## src/rtl/dft_out_capture_pkg.sv

```systemverilog
// Shared constants and capture-state encoding for the DFT output capture stage.
package dft_out_capture_pkg;

  localparam int SAMPLE_W    = 16;
  localparam int LANES       = 4;
  localparam int FRAME_WORDS = 32;
  localparam int DATA_W      = LANES * SAMPLE_W;
  localparam int WORD_AW     = $clog2(FRAME_WORDS);

  localparam logic [WORD_AW-1:0] LAST_WORD = WORD_AW'(FRAME_WORDS - 1);
  localparam logic [WORD_AW-1:0] WORD_INC  = WORD_AW'(1);

  typedef enum logic [1:0] {
    C_IDLE = 2'd0,
    C_CAPT = 2'd1,
    C_DROP = 2'd2
  } cap_state_t;

  function automatic logic is_last_word(input logic [WORD_AW-1:0] idx);
    return (idx == LAST_WORD);
  endfunction

endpackage

```

## src/rtl/dft_out_capture_bank.sv

```systemverilog
// One frame bank: FRAME_WORDS x DATA_W RAM, single write port, registered read.
module dft_frame_bank
  import dft_out_capture_pkg::*;
(
  input  logic               wb_clk_i,
  input  logic               wb_rst_i,
  input  logic               we,
  input  logic [WORD_AW-1:0] waddr,
  input  logic [DATA_W-1:0]  wdata,
  input  logic               re,
  input  logic [WORD_AW-1:0] raddr,
  output logic [DATA_W-1:0]  rdata
);

  logic [DATA_W-1:0] mem_r [FRAME_WORDS];
  logic [DATA_W-1:0] rdata_r;

  // Storage array; contents are don't-care until the bank is marked full.
  always_ff @(posedge wb_clk_i) begin
    if (we) begin
      mem_r[waddr] <= wdata;
    end
  end

  // Read register holds its value unless a new read is issued.
  always_ff @(posedge wb_clk_i) begin
    if (wb_rst_i) begin
      rdata_r <= {DATA_W{1'b0}};
    end else if (re) begin
      rdata_r <= mem_r[raddr];
    end
  end

  assign rdata = rdata_r;

endmodule

```

## src/rtl/dft_out_capture.sv

```systemverilog
// Captures DFT output frames into a ping-pong buffer and drains them as a
// 64-bit valid/ready stream with frame-ready, overflow and protocol status.
module dft_out_capture
  import dft_out_capture_pkg::*;
(
  input  logic              wb_clk_i,
  input  logic              wb_rst_i,
  input  logic              next_out_i,
  input  logic [DATA_W-1:0] y_i,
  output logic              m_valid_o,
  input  logic              m_ready_i,
  output logic [DATA_W-1:0] m_data_o,
  output logic              m_last_o,
  output logic              frame_rdy_o,
  output logic              overflow_o,
  output logic              proto_err_o,
  input  logic              clr_i,
  output logic [15:0]       frame_cnt_o
);

  cap_state_t         state_r;
  cap_state_t         state_s;
  logic [WORD_AW-1:0] wr_idx_r;
  logic               wptr_r;
  logic               rptr_r;
  logic [1:0]         full_r;
  logic [1:0]         full_s;
  logic               frame_rdy_r;
  logic [WORD_AW-1:0] rd_idx_r;
  logic               rd_done_r;
  logic               valid_r;
  logic               last_r;
  logic               overflow_r;
  logic               proto_err_r;
  logic [15:0]        frame_cnt_r;

  logic               free_s;
  logic               xfer_s;
  logic               release_s;
  logic               issue_s;
  logic               cap_done_s;
  logic               ovf_set_s;
  logic               perr_set_s;
  logic               cap_we_s;
  logic [1:0]         we_s;
  logic [1:0]         re_s;
  logic [DATA_W-1:0]  rdata0_s;
  logic [DATA_W-1:0]  rdata1_s;

  // A bank released this cycle is already free for an incoming frame.
  assign xfer_s    = valid_r & m_ready_i;
  assign release_s = xfer_s & last_r;
  assign issue_s   = full_r[rptr_r] & ~rd_done_r & (~valid_r | m_ready_i);
  assign free_s    = ~full_r[wptr_r] | (release_s & (rptr_r == wptr_r));
  assign cap_we_s  = (state_r == C_CAPT);

  assign we_s[0] = cap_we_s & (wptr_r == 1'b0);
  assign we_s[1] = cap_we_s & (wptr_r == 1'b1);
  assign re_s[0] = issue_s & (rptr_r == 1'b0);
  assign re_s[1] = issue_s & (rptr_r == 1'b1);

  // Capture FSM next-state and event decode.
  always_comb begin
    state_s    = state_r;
    ovf_set_s  = 1'b0;
    perr_set_s = 1'b0;
    cap_done_s = 1'b0;
    case (state_r)
      C_IDLE: begin
        if (next_out_i) begin
          if (free_s) begin
            state_s = C_CAPT;
          end else begin
            state_s   = C_DROP;
            ovf_set_s = 1'b1;
          end
        end else begin
          state_s = C_IDLE;
        end
      end
      C_CAPT: begin
        perr_set_s = next_out_i;
        if (is_last_word(wr_idx_r)) begin
          state_s    = C_IDLE;
          cap_done_s = 1'b1;
        end else begin
          state_s = C_CAPT;
        end
      end
      C_DROP: begin
        perr_set_s = next_out_i;
        if (is_last_word(wr_idx_r)) begin
          state_s = C_IDLE;
        end else begin
          state_s = C_DROP;
        end
      end
      default: begin
        state_s = C_IDLE;
      end
    endcase
  end

  // Bank occupancy: release and capture completion always target different banks.
  always_comb begin
    full_s = full_r;
    if (release_s) begin
      full_s[rptr_r] = 1'b0;
    end else begin
      full_s = full_r;
    end
    if (cap_done_s) begin
      full_s[wptr_r] = 1'b1;
    end else begin
      full_s[wptr_r] = full_s[wptr_r];
    end
  end

  // Capture state, word counter and write pointer.
  always_ff @(posedge wb_clk_i) begin
    if (wb_rst_i) begin
      state_r     <= C_IDLE;
      wr_idx_r    <= {WORD_AW{1'b0}};
      wptr_r      <= 1'b0;
      full_r      <= 2'b00;
      frame_rdy_r <= 1'b0;
    end else begin
      state_r     <= state_s;
      wr_idx_r    <= (state_r == C_IDLE) ? {WORD_AW{1'b0}} : (wr_idx_r + WORD_INC);
      wptr_r      <= cap_done_s ? ~wptr_r : wptr_r;
      full_r      <= full_s;
      frame_rdy_r <= |full_s;
    end
  end

  // Drain side: one read in flight, stalls hold the output register.
  always_ff @(posedge wb_clk_i) begin
    if (wb_rst_i) begin
      rd_idx_r    <= {WORD_AW{1'b0}};
      rd_done_r   <= 1'b0;
      valid_r     <= 1'b0;
      last_r      <= 1'b0;
      rptr_r      <= 1'b0;
      frame_cnt_r <= 16'd0;
    end else begin
      if (issue_s) begin
        valid_r   <= 1'b1;
        last_r    <= is_last_word(rd_idx_r);
        rd_idx_r  <= rd_idx_r + WORD_INC;
        rd_done_r <= is_last_word(rd_idx_r);
      end else if (xfer_s) begin
        valid_r <= 1'b0;
        last_r  <= 1'b0;
      end
      if (release_s) begin
        rd_done_r   <= 1'b0;
        rptr_r      <= ~rptr_r;
        frame_cnt_r <= frame_cnt_r + 16'd1;
      end
    end
  end

  // Sticky status; a same-cycle set beats the clear.
  always_ff @(posedge wb_clk_i) begin
    if (wb_rst_i) begin
      overflow_r  <= 1'b0;
      proto_err_r <= 1'b0;
    end else begin
      overflow_r  <= ovf_set_s  | (overflow_r  & ~clr_i);
      proto_err_r <= perr_set_s | (proto_err_r & ~clr_i);
    end
  end

  dft_frame_bank u_bank0 (
    .wb_clk_i (wb_clk_i),
    .wb_rst_i (wb_rst_i),
    .we       (we_s[0]),
    .waddr    (wr_idx_r),
    .wdata    (y_i),
    .re       (re_s[0]),
    .raddr    (rd_idx_r),
    .rdata    (rdata0_s)
  );

  dft_frame_bank u_bank1 (
    .wb_clk_i (wb_clk_i),
    .wb_rst_i (wb_rst_i),
    .we       (we_s[1]),
    .waddr    (wr_idx_r),
    .wdata    (y_i),
    .re       (re_s[1]),
    .raddr    (rd_idx_r),
    .rdata    (rdata1_s)
  );

  assign m_valid_o   = valid_r;
  assign m_last_o    = last_r;
  assign m_data_o    = rptr_r ? rdata1_s : rdata0_s;
  assign frame_rdy_o = frame_rdy_r;
  assign overflow_o  = overflow_r;
  assign proto_err_o = proto_err_r;
  assign frame_cnt_o = frame_cnt_r;

endmodule

```

## config.mk

```make
export PLATFORM = sky130hd
export DESIGN_NAME = dft_out_capture
export DESIGN_NICKNAME = d
export VERILOG_FILES = /design/src/rtl/dft_out_capture_pkg.sv /design/src/rtl/dft_out_capture_bank.sv /design/src/rtl/dft_out_capture.sv
export SDC_FILE = /design/constraint.sdc
export NUM_CORES = 2
export LEC_CHECK = 0
export CAP_MARGIN = 0
export CORE_MARGIN = 2
export CORE_UTILIZATION = 40
export DETAILED_ROUTE_END_ITERATION = 8
export GPL_ROUTABILITY_DRIVEN = 0
export HOLD_SLACK_MARGIN = 0.05
export SETUP_SLACK_MARGIN = 0.5
export SLEW_MARGIN = 5
export SYNTH_ARGS = -nofsm -noshare
export SYNTH_HDL_FRONTEND = slang
export SYNTH_SLANG_ARGS = --single-unit
```

## constraint.sdc

```tcl
create_clock -name wb_clk_i -period 6 [get_ports wb_clk_i]
set_input_delay 1.8 -clock wb_clk_i [delete_from_list [all_inputs] [get_ports wb_clk_i]]
set_output_delay 1.8 -clock wb_clk_i [all_outputs]
set_load 0.02 [all_outputs]
```

==> summary.md <==
| Metric | Value |
|---|---|
| Clock Sinks | `4,262` |
| Commonest cells post-synth | `edfxtp_1 (4,096), mux4_2 (1,086), nor2_1 (475)` |
| Initial antenna violation count | `52` |
| Crit Path Category | `flip-flop to output pin` |
| Total gr overflow | `0` |
| Post-synth EDFFs | `just over 4,000` |
| Initial cell density of the core | `0.4019` |
| Cell Pwr Density | `323.4 nW/um^2` |
| Wire per inst | `35.60 um` |
| Largest net degree at the start of global routing | `105` |
| First-pass GRT wire length | `651,400 um` |
| CORE AREA | `402,600 um^2` |
| Synthesized net count | `7,265` |
| DP Area | `roughly 170,000 um^2` |
| Synth Flop Type | `edfxtp_1` |
| Ys async rst share | `0` |
| DR iter-0 viols | `11,760` |
| Die Ht | `640.0 um` |
| Nets | `7,681` |
| Crit path time final | `between 5000 and 6000 ps` |
| Power share of the clock group | `0.444` |
| Status | `finished, final reports clean` |
| Worst vdd ir | `0.2560 mV` |
| Vias in the first global route | `79,270` |
| Final setup viols | `0` |
| RSZ-0062 raised after global routing | `no` |
| Post-route setup TNS | `0 ps` |
| Fmax | `~190 MHz` |
| CP startpoint kind | `flip-flop` |
| Max Slew Vio Count | `0` |
| Crit path DAT | `3530 ps` |
| Area growth syn-to-layout | `14.36%` |
| Lkg Pwr | `between 50 and 60 nW` |
| Resize count post-CTS | `0` |
| Detailed Routing Iterations Pass 1 | `5` |
| Worst-Skew Late Latency | `1010 ps` |
| Max Cap Viol | `0` |
| Yosys warning count | `0` |
| Rel. slew slack | `0.1339` |
| CTS Root Cell | `clkbuf_16` |
| Vias per cell | `6.071` |
| Clk pin slew, worst setup/hold paths | `60 ps` |
| Hold_buf cts | `0` |
| Die X | `640.0 um` |
| Design Area, Final | `185,000 um^2` |
| Hold WC Path Type | `flip-flop to flip-flop` |
| Area leader, netlist | `edfxtp_1` |
| Worst-margin pin slew | `approximately 1300 ps` |
| Cell row count | `roughly 230` |
| WL final | `roughly 480,000 um` |
| Antenna Nets Post-Route | `0` |
| CTS Buf Count | `between 400 and 500` |
| Comb pwr share | `0.010` |
| H-tree depth | `5` |
| # IOs | `154` |
| Cell with the most instances after synthesis | `edfxtp_1` |
| Seq pwr share | `0.546` |
| Largest cells by area after synthesis | `edfxtp_1 (76%), mux4_2 (15%), dfxtp_1 (2.1%), nor2_1 (1.1%), mux2i_1 (0.82%)` |
| Cells after Synth | `7,184` |
| Layout cells sized above 1 | `0.2811` |
| Max Buffers Root-to-Sink | `4` |
| Final hold viol count | `0` |
| CTS tree | `yes` |
| Number of synthesized register bits | `4,262` |
| Global Route Usage Sum | `0.2290` |
| Mapped Area | `161,800 um^2` |
| Setup Skew | `87.86 ps` |
| Post-DP HPWL | `259,700 um` |
| Residual DRC | `0` |
| Tcrit/Tclk final | `0.8881` |
| Unique masters post-synth | `57` |
| Top cell type's share of synthesized area | `0.7602` |
| Die area | `409,600 um^2` |
| CP Data Required Time | `between 4000 and 5000 ps` |
| Sequential area share after synthesis | `0.7807` |
| Critical Path End Type | `output pin` |
| I/O Buffers | `153` |
| CP Max Fanout | `27` |
| Int Power | `47.96 mW` |
| Switching power total | `about 12 mW` |
| Switching Share | `0.1984` |
| Mapped Avg Cell Area | `around 23 um^2` |
| Vias | `81,340` |
[repair_timing]
item | 4_1_cts | 5_1_grt
setup buffers | 0 | 1
endpoints found under the hold margin | 0 | 0
endpoints found under the setup margin | 0 | 1
[routing by layer]
metal	global-route usage	part of all wire	routed length, um	vias to the layer above
li1	-	-	-	31220
met1	0.3187	0.39	188200	44820
met2	0.3672	0.48	228100	4455
met3	0.04356	0.093	44540	833
met4	0.07122	0.034	16070	26
met5	0	0.00035	169	-
[through the flow]
stage               cells  utilization  hold slack [ps]  power [mW]  worst slack (ps)
CTS                 13370       0.4594            493.7       60.19             505.8
detailed placement  12580       0.4249            482.9       33.89              1140
finish              13400       0.4596            489.2       59.84             671.4
floorplan            7184            -            429.6       33.36              1626
global placement    12580       0.4249            474.5       33.83              1236
global route        13380       0.4595            520.5       61.33             660.7
[final timing paths]
path,cells after the start,end,slack (ps),startpoint
min reg2reg,1,u_bank1.rdata[33],490,u_bank1.rdata[33]
min,1,u_bank1.rdata[33],490,u_bank1.rdata[33]
max,3,m_data_o[29],670,rptr_r
max reg2reg,7,u_bank0.rdata[50],2130,rd_idx_r[4]
[power by group through the flow]
stage,clock [mW],combinational (mW),sequential [mW]
global placement,0,0.565,33.3
global route,28.0,0.657,32.6
detailed placement,0,0.610,33.3
CTS,26.9,0.609,32.6
finish,26.6,0.608,32.6
floorplan,0,0.0894,33.3
[flip-flops by register name, summed over array words and instances (netlist names)]
| signal | flops |
|---|---|
| u_bank1.rdata | 64 |
| overflow_o | 1 |
| u_bank1.mem_r | 2048 |
| wptr_r | 1 |
| proto_err_o | 1 |
| frame_cnt_o | 16 |
| m_last_o | 1 |
| m_valid_o | 1 |
| wr_idx_r | 5 |
| state_r | 2 |
| rd_done_r | 1 |
| u_bank0.rdata | 64 |
| full_r | 2 |
| rptr_r | 1 |
| rd_idx_r | 5 |
| u_bank0.mem_r | 2048 |
| frame_rdy_o | 1 |
[worst max-delay path, stage by stage, from the launching register on]
cell and delay (ps):
dfxtp_4 870, buf_4 580, mux2_2 490, clkdlybuf4s50_1 580
[cell type report]
cell class | instances | area [um^2]
clock buffers | 533 | 11330
inverters | 12 | 57.56
diodes | 27 | 67.56
flip-flops and latches | 4262 | 126300
repair buffers | 394 | 4001
fillers | 33010 | 217600
clock inverters | 255 | 2559
well taps | 5405 | 6763
multi-input cells | 2510 | 33920
[cells by family (layout without fill, tap and decap cells)]
logic type	after synthesis	after routing	synth area share
flip-flops	4262	4262	0.7807
multiplexers	1336	1336	0.1675
AND/OR/NAND/NOR	755	755	0.02014
buffers and inverters	412	1194	0.01308
AO/OA/AOI/OAI	388	388	0.01660
XOR/XNOR	19	19	0.001028
adder cells (fa/ha/maj)	12	12	0.0009279
other	0	27	0
[placed cells by master, fill, tap and decap left out, types with 11 or more instances in the layout]
master,netlist,final
edfxtp_1,4096,4096
mux4_2,1086,1086
clkbuf_16,0,423
nor2_1,475,411
buf_4,56,163
dfxtp_1,166,160
mux2i_1,133,133
mux2_2,117,117
clkinv_2,0,92
clkdlybuf4s50_1,0,88
buf_12,2,78
clkbuf_1,173,77
clkinv_1,0,76
nand2_1,78,72
a22oi_1,70,70
o22ai_1,68,68
a21oi_1,65,65
buf_2,120,64
nor2_4,0,62
nor4_1,61,60
nor3_1,53,50
bufinv_16,0,44
o21ai_0,38,38
o211ai_1,35,35
clkbuf_8,0,33
nand3_1,29,29
diode_2,0,27
a211oi_1,19,19
a221oi_1,19,19
o221ai_1,16,16
inv_6,0,15
a22o_1,14,14
clkinvlp_4,0,14
ha_1,12,12
a211o_1,11,11
(Power assumes the default switching activity.)
